## src/rtl/mem_request_ctrl_pkg.sv

```systemverilog
// Shared definitions for the load/store memory request controller.
package mem_request_ctrl_pkg;

  localparam logic [3:0] OP_NOP = 4'd0;
  localparam logic [3:0] OP_LB  = 4'd7;
  localparam logic [3:0] OP_LW  = 4'd8;
  localparam logic [3:0] OP_SB  = 4'd9;
  localparam logic [3:0] OP_SW  = 4'd10;

  localparam int MEM_LAT_DEFAULT = 11;
  localparam int TIMEOUT_DEFAULT = 32;
  localparam int WAIT_CNT_W      = 6;

  typedef enum logic [1:0] {
    ST_IDLE  = 2'd0,
    ST_ISSUE = 2'd1,
    ST_WAIT  = 2'd2,
    ST_DONE  = 2'd3
  } state_t;

  // Debug view of the controller: FSM state, wait counter, and a flag that is
  // high while a response is later than the nominal memory latency.
  typedef struct packed {
    state_t                  state;
    logic [WAIT_CNT_W-1:0]   wait_cnt;
    logic                    past_nominal;
  } dbg_t;

  function automatic logic is_load_op(input logic [3:0] op);
    return (op == OP_LB) || (op == OP_LW);
  endfunction

  function automatic logic is_store_op(input logic [3:0] op);
    return (op == OP_SB) || (op == OP_SW);
  endfunction

endpackage

```

## src/rtl/mem_request_ctrl_if.sv

```systemverilog
// Bundle of the LSQ request, data-memory and completion channels.
//
// Handshakes: a transfer on req_* or cmp_* happens on a rising clock edge
// where valid and ready are both high. The producer keeps valid and its
// payload stable until that edge; ready may change freely and never depends
// on valid from the same channel in a way that forms a loop.
interface mem_request_ctrl_if;

  logic        req_valid;
  logic        req_ready;
  logic [31:0] req_pc;
  logic [31:0] req_addr;
  logic [5:0]  req_reg;
  logic [3:0]  req_optype;
  logic [31:0] req_data;

  logic [31:0] mem_inst_pc;
  logic [31:0] mem_address;
  logic [31:0] mem_dataSw;
  logic [5:0]  mem_reg;
  logic [3:0]  mem_optype;
  logic        mem_read_en;
  logic        mem_write_en;
  logic        mem_cache_miss;
  logic [31:0] mem_ld_data;
  logic        mem_ld_valid;
  logic        mem_st_done;

  logic        cmp_valid;
  logic        cmp_ready;
  logic [31:0] cmp_pc;
  logic [5:0]  cmp_reg;
  logic [31:0] cmp_data;
  logic        cmp_is_store;
  logic        cmp_err;

  // Controller side.
  modport master (
    input  req_valid, req_pc, req_addr, req_reg, req_optype, req_data,
    output req_ready,
    output mem_inst_pc, mem_address, mem_dataSw, mem_reg, mem_optype,
    output mem_read_en, mem_write_en, mem_cache_miss,
    input  mem_ld_data, mem_ld_valid, mem_st_done,
    output cmp_valid, cmp_pc, cmp_reg, cmp_data, cmp_is_store, cmp_err,
    input  cmp_ready
  );

  // LSQ / memory / writeback side.
  modport slave (
    output req_valid, req_pc, req_addr, req_reg, req_optype, req_data,
    input  req_ready,
    input  mem_inst_pc, mem_address, mem_dataSw, mem_reg, mem_optype,
    input  mem_read_en, mem_write_en, mem_cache_miss,
    output mem_ld_data, mem_ld_valid, mem_st_done,
    input  cmp_valid, cmp_pc, cmp_reg, cmp_data, cmp_is_store, cmp_err,
    output cmp_ready
  );

endinterface

```

## src/rtl/mem_request_ctrl_wait_timer.sv

```systemverilog
// Saturating wait counter with an expiry flag at TIMEOUT-1.
module mem_wait_timer
  import mem_request_ctrl_pkg::*;
#(
  parameter int TIMEOUT = TIMEOUT_DEFAULT
) (
  input  logic                  clk,
  input  logic                  rst,
  input  logic                  i_clear,
  input  logic                  i_enable,
  output logic [WAIT_CNT_W-1:0] o_count,
  output logic                  o_expired
);

  localparam logic [WAIT_CNT_W-1:0] LIMIT   = WAIT_CNT_W'(TIMEOUT - 1);
  localparam logic [WAIT_CNT_W-1:0] CNT_ONE = WAIT_CNT_W'(1);
  localparam logic [WAIT_CNT_W-1:0] CNT_MAX = '1;

  logic [WAIT_CNT_W-1:0] r_count;

  // Count enabled cycles, stopping at all-ones instead of wrapping.
  always_ff @(posedge clk) begin
    if (rst || i_clear) begin
      r_count <= '0;
    end else if (i_enable && (r_count != CNT_MAX)) begin
      r_count <= r_count + CNT_ONE;
    end
  end

  assign o_count   = r_count;
  assign o_expired = (r_count == LIMIT);

endmodule

```

## src/rtl/mem_request_ctrl.sv

```systemverilog
// Single-outstanding load/store initiator: accepts one op from the LSQ,
// issues it to data memory, waits for the response (or times out) and
// presents a completion record to writeback.
module mem_request_ctrl
  import mem_request_ctrl_pkg::*;
#(
  parameter int MEM_LAT = MEM_LAT_DEFAULT,
  parameter int TIMEOUT = TIMEOUT_DEFAULT
) (
  input  logic                clk,
  input  logic                rst,
  mem_request_ctrl_if.master  io_bus,
  output dbg_t                o_dbg
);

  localparam logic [WAIT_CNT_W-1:0] LAT_CNT = WAIT_CNT_W'(MEM_LAT);

  state_t                r_state;
  state_t                w_next_state;
  logic [31:0]           r_pc;
  logic [31:0]           r_addr;
  logic [31:0]           r_data;
  logic [31:0]           r_ld_data;
  logic [5:0]            r_reg;
  logic [3:0]            r_op;
  logic                  r_err;

  logic                  w_accept;
  logic                  w_resp;
  logic                  w_timeout;
  logic                  w_req_supported;
  logic                  w_is_load;
  logic                  w_is_store;
  logic                  w_timer_clear;
  logic                  w_timer_en;
  logic                  w_expired;
  logic [WAIT_CNT_W-1:0] w_wait_cnt;

  assign w_req_supported = is_load_op(io_bus.req_optype) | is_store_op(io_bus.req_optype);
  assign w_is_load       = is_load_op(r_op);
  assign w_is_store      = is_store_op(r_op);

  // The counter sits at zero through ISSUE and advances once per ISSUE/WAIT
  // cycle, so it equals the number of cycles elapsed since ISSUE.
  assign w_timer_clear = (r_state == ST_IDLE);
  assign w_timer_en    = (r_state == ST_ISSUE) || (r_state == ST_WAIT);

  mem_wait_timer #(
    .TIMEOUT (TIMEOUT)
  ) u_wait_timer (
    .clk       (clk),
    .rst       (rst),
    .i_clear   (w_timer_clear),
    .i_enable  (w_timer_en),
    .o_count   (w_wait_cnt),
    .o_expired (w_expired)
  );

  // FSM state register.
  always_ff @(posedge clk) begin
    if (rst) begin
      r_state <= ST_IDLE;
    end else begin
      r_state <= w_next_state;
    end
  end

  // Next-state selection plus request, strobe and completion outputs.
  always_comb begin
    w_next_state          = r_state;
    w_accept              = 1'b0;
    w_resp                = 1'b0;
    w_timeout             = 1'b0;
    io_bus.req_ready      = 1'b0;
    io_bus.mem_optype     = OP_NOP;
    io_bus.mem_read_en    = 1'b0;
    io_bus.mem_write_en   = 1'b0;
    io_bus.cmp_valid      = 1'b0;
    io_bus.cmp_pc         = '0;
    io_bus.cmp_reg        = '0;
    io_bus.cmp_data       = '0;
    io_bus.cmp_is_store   = 1'b0;
    io_bus.cmp_err        = 1'b0;
    case (r_state)
      ST_IDLE: begin
        io_bus.req_ready = 1'b1;
        if (io_bus.req_valid) begin
          w_accept     = 1'b1;
          // Unsupported ops never touch memory; they complete with an error.
          w_next_state = w_req_supported ? ST_ISSUE : ST_DONE;
        end
      end
      ST_ISSUE: begin
        io_bus.mem_optype   = r_op;
        io_bus.mem_write_en = w_is_store;
        io_bus.mem_read_en  = w_is_load;
        w_next_state        = ST_WAIT;
      end
      ST_WAIT: begin
        io_bus.mem_read_en = w_is_load;
        // Only the pulse matching the op kind counts; a response on the
        // expiry cycle takes priority over the timeout.
        w_resp = (w_is_load & io_bus.mem_ld_valid) | (w_is_store & io_bus.mem_st_done);
        if (w_resp) begin
          w_next_state = ST_DONE;
        end else if (w_expired) begin
          w_timeout    = 1'b1;
          w_next_state = ST_DONE;
        end
      end
      ST_DONE: begin
        io_bus.cmp_valid    = 1'b1;
        io_bus.cmp_pc       = r_pc;
        io_bus.cmp_reg      = r_reg;
        io_bus.cmp_data     = r_ld_data;
        io_bus.cmp_is_store = w_is_store;
        io_bus.cmp_err      = r_err;
        if (io_bus.cmp_ready) begin
          w_next_state = ST_IDLE;
        end
      end
      default: begin
        w_next_state = ST_IDLE;
      end
    endcase
  end

  // Capture the request on accept and the load data / error on completion.
  always_ff @(posedge clk) begin
    if (rst) begin
      r_pc      <= '0;
      r_addr    <= '0;
      r_data    <= '0;
      r_reg     <= '0;
      r_op      <= OP_NOP;
      r_err     <= 1'b0;
      r_ld_data <= '0;
    end else begin
      if (w_accept) begin
        r_pc      <= io_bus.req_pc;
        r_addr    <= io_bus.req_addr;
        r_data    <= io_bus.req_data;
        r_reg     <= io_bus.req_reg;
        r_op      <= io_bus.req_optype;
        r_err     <= ~w_req_supported;
        r_ld_data <= '0;
      end
      if (w_resp && w_is_load) begin
        r_ld_data <= io_bus.mem_ld_data;
      end
      if (w_timeout) begin
        r_err <= 1'b1;
      end
    end
  end

  assign io_bus.mem_inst_pc    = r_pc;
  assign io_bus.mem_address    = r_addr;
  assign io_bus.mem_dataSw     = r_data;
  assign io_bus.mem_reg        = r_reg;
  assign io_bus.mem_cache_miss = io_bus.mem_read_en;

  assign o_dbg.state        = r_state;
  assign o_dbg.wait_cnt     = w_wait_cnt;
  assign o_dbg.past_nominal = (r_state == ST_WAIT) && (w_wait_cnt > LAT_CNT);

endmodule

```

## src/flat_wrapper.sv

```systemverilog
// flat-port wrapper written by rule: the top's interface ports become plain ports
module mem_request_ctrl_flat import mem_request_ctrl_pkg::*;
#(
  parameter int MEM_LAT = MEM_LAT_DEFAULT,
  parameter int TIMEOUT = TIMEOUT_DEFAULT
)
  (clk, rst, o_dbg, io_bus_req_valid, io_bus_req_pc, io_bus_req_addr, io_bus_req_reg, io_bus_req_optype, io_bus_req_data, io_bus_req_ready, io_bus_mem_inst_pc, io_bus_mem_address, io_bus_mem_dataSw, io_bus_mem_reg, io_bus_mem_optype, io_bus_mem_read_en, io_bus_mem_write_en, io_bus_mem_cache_miss, io_bus_mem_ld_data, io_bus_mem_ld_valid, io_bus_mem_st_done, io_bus_cmp_valid, io_bus_cmp_pc, io_bus_cmp_reg, io_bus_cmp_data, io_bus_cmp_is_store, io_bus_cmp_err, io_bus_cmp_ready);
  mem_request_ctrl_if io_bus_i ();
  input  logic clk;
  input  logic rst;
  output dbg_t o_dbg;
  input wire logic [$bits(io_bus_i.req_valid)-1:0] io_bus_req_valid;
  input wire logic [$bits(io_bus_i.req_pc)-1:0] io_bus_req_pc;
  input wire logic [$bits(io_bus_i.req_addr)-1:0] io_bus_req_addr;
  input wire logic [$bits(io_bus_i.req_reg)-1:0] io_bus_req_reg;
  input wire logic [$bits(io_bus_i.req_optype)-1:0] io_bus_req_optype;
  input wire logic [$bits(io_bus_i.req_data)-1:0] io_bus_req_data;
  output wire logic [$bits(io_bus_i.req_ready)-1:0] io_bus_req_ready;
  output wire logic [$bits(io_bus_i.mem_inst_pc)-1:0] io_bus_mem_inst_pc;
  output wire logic [$bits(io_bus_i.mem_address)-1:0] io_bus_mem_address;
  output wire logic [$bits(io_bus_i.mem_dataSw)-1:0] io_bus_mem_dataSw;
  output wire logic [$bits(io_bus_i.mem_reg)-1:0] io_bus_mem_reg;
  output wire logic [$bits(io_bus_i.mem_optype)-1:0] io_bus_mem_optype;
  output wire logic [$bits(io_bus_i.mem_read_en)-1:0] io_bus_mem_read_en;
  output wire logic [$bits(io_bus_i.mem_write_en)-1:0] io_bus_mem_write_en;
  output wire logic [$bits(io_bus_i.mem_cache_miss)-1:0] io_bus_mem_cache_miss;
  input wire logic [$bits(io_bus_i.mem_ld_data)-1:0] io_bus_mem_ld_data;
  input wire logic [$bits(io_bus_i.mem_ld_valid)-1:0] io_bus_mem_ld_valid;
  input wire logic [$bits(io_bus_i.mem_st_done)-1:0] io_bus_mem_st_done;
  output wire logic [$bits(io_bus_i.cmp_valid)-1:0] io_bus_cmp_valid;
  output wire logic [$bits(io_bus_i.cmp_pc)-1:0] io_bus_cmp_pc;
  output wire logic [$bits(io_bus_i.cmp_reg)-1:0] io_bus_cmp_reg;
  output wire logic [$bits(io_bus_i.cmp_data)-1:0] io_bus_cmp_data;
  output wire logic [$bits(io_bus_i.cmp_is_store)-1:0] io_bus_cmp_is_store;
  output wire logic [$bits(io_bus_i.cmp_err)-1:0] io_bus_cmp_err;
  input wire logic [$bits(io_bus_i.cmp_ready)-1:0] io_bus_cmp_ready;
  assign io_bus_i.req_valid = io_bus_req_valid;
  assign io_bus_i.req_pc = io_bus_req_pc;
  assign io_bus_i.req_addr = io_bus_req_addr;
  assign io_bus_i.req_reg = io_bus_req_reg;
  assign io_bus_i.req_optype = io_bus_req_optype;
  assign io_bus_i.req_data = io_bus_req_data;
  assign io_bus_req_ready = io_bus_i.req_ready;
  assign io_bus_mem_inst_pc = io_bus_i.mem_inst_pc;
  assign io_bus_mem_address = io_bus_i.mem_address;
  assign io_bus_mem_dataSw = io_bus_i.mem_dataSw;
  assign io_bus_mem_reg = io_bus_i.mem_reg;
  assign io_bus_mem_optype = io_bus_i.mem_optype;
  assign io_bus_mem_read_en = io_bus_i.mem_read_en;
  assign io_bus_mem_write_en = io_bus_i.mem_write_en;
  assign io_bus_mem_cache_miss = io_bus_i.mem_cache_miss;
  assign io_bus_i.mem_ld_data = io_bus_mem_ld_data;
  assign io_bus_i.mem_ld_valid = io_bus_mem_ld_valid;
  assign io_bus_i.mem_st_done = io_bus_mem_st_done;
  assign io_bus_cmp_valid = io_bus_i.cmp_valid;
  assign io_bus_cmp_pc = io_bus_i.cmp_pc;
  assign io_bus_cmp_reg = io_bus_i.cmp_reg;
  assign io_bus_cmp_data = io_bus_i.cmp_data;
  assign io_bus_cmp_is_store = io_bus_i.cmp_is_store;
  assign io_bus_cmp_err = io_bus_i.cmp_err;
  assign io_bus_i.cmp_ready = io_bus_cmp_ready;
  mem_request_ctrl #(.MEM_LAT(MEM_LAT), .TIMEOUT(TIMEOUT)) u_core (.clk(clk), .rst(rst), .io_bus(io_bus_i), .o_dbg(o_dbg));
endmodule
```

## config.mk

```make
export PLATFORM = sky130hd
export DESIGN_NAME = mem_request_ctrl_flat
export DESIGN_NICKNAME = d
export VERILOG_FILES = /design/src/rtl/mem_request_ctrl_pkg.sv /design/src/rtl/mem_request_ctrl_if.sv /design/src/rtl/mem_request_ctrl_wait_timer.sv /design/src/rtl/mem_request_ctrl.sv /design/src/flat_wrapper.sv
export SDC_FILE = /design/constraint.sdc
export NUM_CORES = 1
export LEC_CHECK = 0
export BUFFER_PORTS_ARGS = -buffer_cell sky130_fd_sc_hd__buf_2
export CAP_MARGIN = 20
export CORE_AREA = 2 2 132 134
export DETAILED_ROUTE_END_ITERATION = 8
export DIE_AREA = 0 0 134 136
export PLACE_DENSITY = 0.66
export SLEW_MARGIN = 15
export SYNTH_ARGS = -nofsm -noshare
export SYNTH_HDL_FRONTEND = slang
export SYNTH_SLANG_ARGS = --single-unit
```

## constraint.sdc

```tcl
create_clock -name clk -period 5.8 [get_ports clk]
set_clock_uncertainty 0.1 [all_clocks]
set_input_delay 1.45 -clock clk [delete_from_list [all_inputs] [get_ports clk]]
set_output_delay 1.45 -clock clk [all_outputs]
set_load 0.01 [all_outputs]
```

==> reports/metrics.yaml, run 1 <==
status:
  status: "completed"
place:
  post_dp_cell_area_um2: 7650
  dp_cells: 1265
  gp_congestion: 0.752
  dp_hpwl_um: 12500
  portBuffers: 335
cells_and_area:
  final_area_um2: 8280
  nets: 1209
  n_antenna_cell: 0
  finalNonFillerCells: 1296
  syn_to_final_growth_pct: 40.4
  drive_gt1_frac: 0.352
global_route:
  grt_max_degree: 97
  grt_overflow: 0
  grt_use_total: 0.192
  grt_pass1_vias: 5538
  antenna_found_initial: 1
  grt_first_pass_wirelength_um: 27700
power:
  p_leak_nw: 3.94
  p_clk_frac: 0.359
  ir_worst_vdd_mv: 0.311
  p_int_w: 0.00216
  power_density_nw_per_um2: 385
  swShare: 0.325
  seq_power_share: 0.392
  p_switching_w: 0.00104
  comb_power_share: 0.249
floorplan:
  die_area_um2: 18200
  num_rows: 48
  chipHeight_um: 136
  start_util: 0.350
  ios: 336
  die_width_um: 134
  coreArea_um2: 16900
cts:
  htreeDepth: 4
  cts_root_buf: "clkbuf_16"
  post-cts-setup-buffer-count: 0
  clk-insertion-delay-late_ps: 420
  cts_tree: "done"
  cts_hold_repair.buffers: 0
  cts_buffers: 17
  clk_pin_slew_ps: 60
  clockBufferDepth: 2
  cts_resized: 0
  cts_sinks: 147
synth:
  synth-edff-count: 0
  syn-cell-area_um2: 5900
  syn_nets: 910
  synth_seq_cells: 147
  netlist_instances: 761
  yosysWarnings: 0
  ys_seq_area_frac: 0.499
  yosysMostFrequentCell: "nand2_1"
  yosysUniqueCellTypes: 40
  post_synth_main_area_contributors: "dfxtp_1, nand2_1, a21oi_1, and2_1, clkbuf_1"
  synth-main-ff-cell: "dfxtp_1"
  synthTopCellsByCount: "nand2_1, dfxtp_1, a21oi_1, and2_1, clkbuf_1"
  ys_async_sr_fraction: 0
  synth_top_area_frac: 0.499
  synth_area_per_cell_um2: 7.75
  synth.largest_area_cell: "dfxtp_1"
setup_path:
  critPathMaxFanout: 74
  worstPathRequired_ps: 4250
  worst_r2r_path_depth: 6
  r2r_slack_ps: 3100
  path_class: "register to output port"
  cp-start-kind: "register"
  crit_path_end: "io_bus_cmp_data[28]"
  arrival_ps: 1900
  r2r-end: "u_core.io_bus.mem_address[20]$_SDFFE_PP0P_"
  startpoint: "u_core.r_state[0]$_SDFFE_PP0P_"
  worstReg2RegStart: "u_core.r_state[0]$_SDFFE_PP0P_"
  endpoint_kind: "output port"
detailed_routing:
  detail_route.wl_per_cell_um: 14.1
  firstDrtPassIters: 4
  drcViolationCount: 0
  drt_iter0_drc: 294
  routed-via-count: 6075
  ant_nets: 0
  wirelength_um: 18200
  viasPerCell: 4.69
sta:
  post-route-period-util: 0.596
  grt_setup_unrepaired: "no"
  period_needed_ps: 3450
  max_freq_ghz: 0.289
  finalMaxSlewViolations: 0
  final-hold-violation-count: 0
  finalSetupTns_ps: 0
  tightestPinTransition_ps: 1040
  setup_viol: 0
  slew_headroom: 0.305
run:
  maxCapViolCount: 0
hold_path:
  hp-class: "register to register"
[per-stage QoR]
| stage | hold WS, ps | utilization | power, W | setup WS [ps] |
|---|---|---|---|---|
| 6_report | 351 | 0.491 | 0.00319 | 2350 |
| 5_1_grt | 369 | 0.491 | 0.00338 | 2210 |
| 4_1_cts | 352 | 0.489 | 0.00323 | 1890 |
| 3_5_place_dp | 344 | 0.453 | 0.00207 | 2320 |
| 3_3_place_gp | 338 | 0.453 | 0.00206 | 2390 |
| 2_1_floorplan | 343 | - | 0.00175 | 2930 |
[layout by cell type, fill, tap and decap left out, drive strengths merged, types with 2 or more instances in the layout]
cell,instances
clkinv,4
nor2,9
a211oi,2
xnor2,3
ha,5
and2,78
bufinv,4
inv,6
nand2,249
clkbuf,17
nand3,33
clkinvlp,3
nand4,4
mux2i,3
or2,2
buf,340
dfxtp,147
xor2,2
nand2b,2
a21oi,140
[power groups by stage]
stage	Combinational, W	Sequential (W)	Clock [W]
6_report	0.000795	0.00125	0.00115
5_1_grt	0.000888	0.00127	0.00122
4_1_cts	0.000802	0.00125	0.00117
3_5_place_dp	0.000799	0.00127	0
3_3_place_gp	0.000794	0.00126	0
2_1_floorplan	0.000428	0.00132	0
[critical path, cell delays in order (launching register included)]
cell     delay, ps
dfxtp_1        430
ha_4           620
and2_1         250
buf_2          140
[layer usage]
metal / vias up / share of wire / GRT usage
met5: - / 0 / 0
met4: 0 / 0.014 / 0.0591
met3: 22 / 0.083 / 0.0716
met2: 241 / 0.47 / 0.311
met1: 2742 / 0.43 / 0.238
li1: 3070 / - / -
[kinds of logic (layout without fill, tap and decap cells)]
logic type               count (synthesis)  after routing  share of synthesized area
multiplexers                             3              3                    0.00509
adder cells (fa/ha/maj)                  5              5                     0.0106
flip-flops                             147            147                      0.499
AND/OR/NAND/NOR                        386            386                      0.297
buffers and inverters                   64            374                     0.0458
AO/OA/AOI/OAI                          151            151                      0.136
XOR/XNOR                                 5              5                    0.00742
[worst min-delay path by stage]
stage	start	end	slack, ps	cells after the start
CTS	u_core.io_bus.mem_address[15]$_SDFFE_PP0P_	u_core.io_bus.mem_address[15]$_SDFFE_PP0P_	350	2
global placement	u_core.io_bus.mem_dataSw[27]$_SDFFE_PP0P_	u_core.io_bus.mem_dataSw[27]$_SDFFE_PP0P_	340	2
floorplan	u_core.r_ld_data[0]$_SDFFE_PP0P_	u_core.r_ld_data[0]$_SDFFE_PP0P_	340	2
global route	u_core.io_bus.mem_dataSw[30]$_SDFFE_PP0P_	u_core.io_bus.mem_dataSw[30]$_SDFFE_PP0P_	370	2
detailed placement	u_core.io_bus.mem_address[15]$_SDFFE_PP0P_	u_core.io_bus.mem_address[15]$_SDFFE_PP0P_	340	2
finish	u_core.io_bus.mem_address[18]$_SDFFE_PP0P_	u_core.io_bus.mem_address[18]$_SDFFE_PP0P_	350	2
[area by class of cell]
class | count | area [um2]
Clock buffer | 17 | 425
Clock inverter | 13 | 184
Fill cell | 1748 | 8590
Inverter | 4 | 15.0
Multi-Input combinational cell | 550 | 2710
Sequential cell | 147 | 2940
Tap cell | 225 | 282
Timing Repair Buffer | 340 | 1720
(Power assumes the default switching activity.)
==> inputs of run 2 (changes only) <==
--- a/config.mk
+++ b/config.mk
@@ -7,10 +7,10 @@
 export LEC_CHECK = 0
 export BUFFER_PORTS_ARGS = -buffer_cell sky130_fd_sc_hd__buf_2
 export CAP_MARGIN = 20
-export CORE_AREA = 2 2 132 134
+export CORE_AREA = 2 2 130 132
 export DETAILED_ROUTE_END_ITERATION = 8
-export DIE_AREA = 0 0 134 136
-export PLACE_DENSITY = 0.66
+export DIE_AREA = 0 0 132 134
+export PLACE_DENSITY = 0.68
 export SLEW_MARGIN = 15
 export SYNTH_ARGS = -nofsm -noshare
 export SYNTH_HDL_FRONTEND = slang
==> constraint.sdc (replaced) <==
create_clock -name clk -period 3.4 [get_ports clk]
set_clock_uncertainty 0.1 [all_clocks]
set_input_delay 0.85 -clock clk [delete_from_list [all_inputs] [get_ports clk]]
set_output_delay 0.85 -clock clk [all_outputs]
set_load 0.01 [all_outputs]
==> reports/metrics.yaml, run 2 (synthesis gave the netlist of run 1 again) <==
cts:
  htreeDepth: 4
  clk_pin_slew_ps: 60
  cts_buffers: 17
  cts_sinks: 147
  cts_tree: "done"
  clockBufferDepth: 2
  clk-insertion-delay-late_ps: 430
  cts_hold_repair.buffers: 0
  cts_root_buf: "clkbuf_16"
  post-cts-setup-buffer-count: 0
  cts_resized: 0
detailed_routing:
  wirelength_um: 18800
  routed-via-count: 6118
  drt_iter0_drc: 260
  detail_route.wl_per_cell_um: 14.5
  drcViolationCount: 0
  ant_nets: 0
  firstDrtPassIters: 4
  viasPerCell: 4.72
cells_and_area:
  nets: 1212
  syn_to_final_growth_pct: 40.6
  finalNonFillerCells: 1296
  nFillCells: 1650
  post-route-util: 0.509
  drive_gt1_frac: 0.355
  layout_commonest_cell: "buf_2"
  n_antenna_cell: 0
  layout_common_cells: "buf_2, nand2_1, dfxtp_1, a21oi_1, and2_1"
sta:
  final-hold-violation-count: 0
  finalSetupTns_ps: 0
  slew_headroom: 0.657
  finalMaxSlewViolations: 0
  grt_setup_unrepaired: "no"
  tightestPinTransition_ps: 514
  post-route-period-util: 0.831
  setup_viol: 0
  period_needed_ps: 2830
  max_freq_ghz: 0.354
global_route:
  grt_max_degree: 81
  antenna_found_initial: 1
  grt_pass1_vias: 5594
  grt_overflow: 0
  grt_first_pass_wirelength_um: 28900
  grt_use_total: 0.204
place:
  dp_cells: 1264
  gp_congestion: 0.822
  dp_hpwl_um: 13300
  portBuffers: 335
setup_path:
  critPathMaxFanout: 54
  path_class: "register to output port"
  endpoint_kind: "output port"
  worstPathRequired_ps: 2450
  cp-start-kind: "register"
  arrival_ps: 1880
power:
  fin_total_pwr_w: 0.00536
  p_leak_nw: 3.96
  power_density_nw_per_um2: 646
  ir_worst_vdd_mv: 0.480
floorplan:
  chipHeight_um: 134
  start_util: 0.362
  ios: 336
  coreArea_um2: 16300
  die_width_um: 132
  num_rows: 47
  die_area_um2: 17700
status:
  status: "completed"
hold_path:
  hp-class: "register to register"
run:
  maxCapViolCount: 0
==> run 2: cell count changes in the layout (fill, tap and decap cells not counted), sizes merged <==
| cell | previous run | this run |
|---|---|---|
| inv | 6 | 11 |
| buf | 340 | 343 |
| bufinv | 4 | 1 |
| clkinv | 4 | 5 |
| clkinvlp | 3 | 2 |
==> run 2: per-layer routing <==
metal / up-vias / wire length (um) / GRT usage
met4: 2 / 471 / 0.0845
li1: 3079 / - / -
met3: 35 / 1570 / 0.0729
met1: 2753 / 8040 / 0.255
met2: 249 / 8670 / 0.321
met5: - / 13 / 0
==> run 2: area by class of cell <==
cell class | count | area, um2 | area share
tap | 220 | 275 | 0.0332
timing repair buffer | 343 | 1790 | 0.216
sequential | 147 | 2940 | 0.355
clock buffer | 17 | 425 | 0.0513
clock inverter | 15 | 150 | 0.0181
inverter | 4 | 15.0 | 0.00181
multi-input combinational | 550 | 2700 | 0.325
==> run 2: where the power goes <==
group | switching [W] | total [W] | internal (W) | leakage [nW]
clock network | 0.000801 | 0.00183 | 0.00103 | 0.280
registers | 0.000166 | 0.00213 | 0.00197 | 1.20
logic | 0.000879 | 0.00140 | 0.000516 | 2.48
==> run 2: per-stage QoR <==
step / hold slack, ps / setup WS (ps) / cell area (um2)
after global routing: 369 / 420 / 8300
after global placement: 338 / 1030 / 7720
after detailed placement: 343 / 1000 / 7720
final: 351 / 575 / 8300
after floorplan: 343 / 1130 / 5900
after CTS: 352 / 525 / 8300
==> run 2: worst paths after layout <==
path              slack [ps]                                         to  depth (start not counted)                                      start
setup / recovery         570                        io_bus_cmp_data[31]                          4             u_core.r_state[0]$_SDFFE_PP0P_
hold reg to reg          350  u_core.io_bus.mem_address[9]$_SDFFE_PP0P_                          2  u_core.io_bus.mem_address[9]$_SDFFE_PP0P_
hold / removal           350  u_core.io_bus.mem_address[9]$_SDFFE_PP0P_                          2  u_core.io_bus.mem_address[9]$_SDFFE_PP0P_
setup reg to reg        1270          u_core.r_ld_data[12]$_SDFFE_PP0P_                          6                u_core.r_op[3]$_SDFFE_PP0P_
==> run 2: worst max-delay path, stage by stage (launching register included) <==
cell and delay (ps):
dfxtp_1 380, ha_2 490, buf_12 260, and2_1 170, buf_2 130
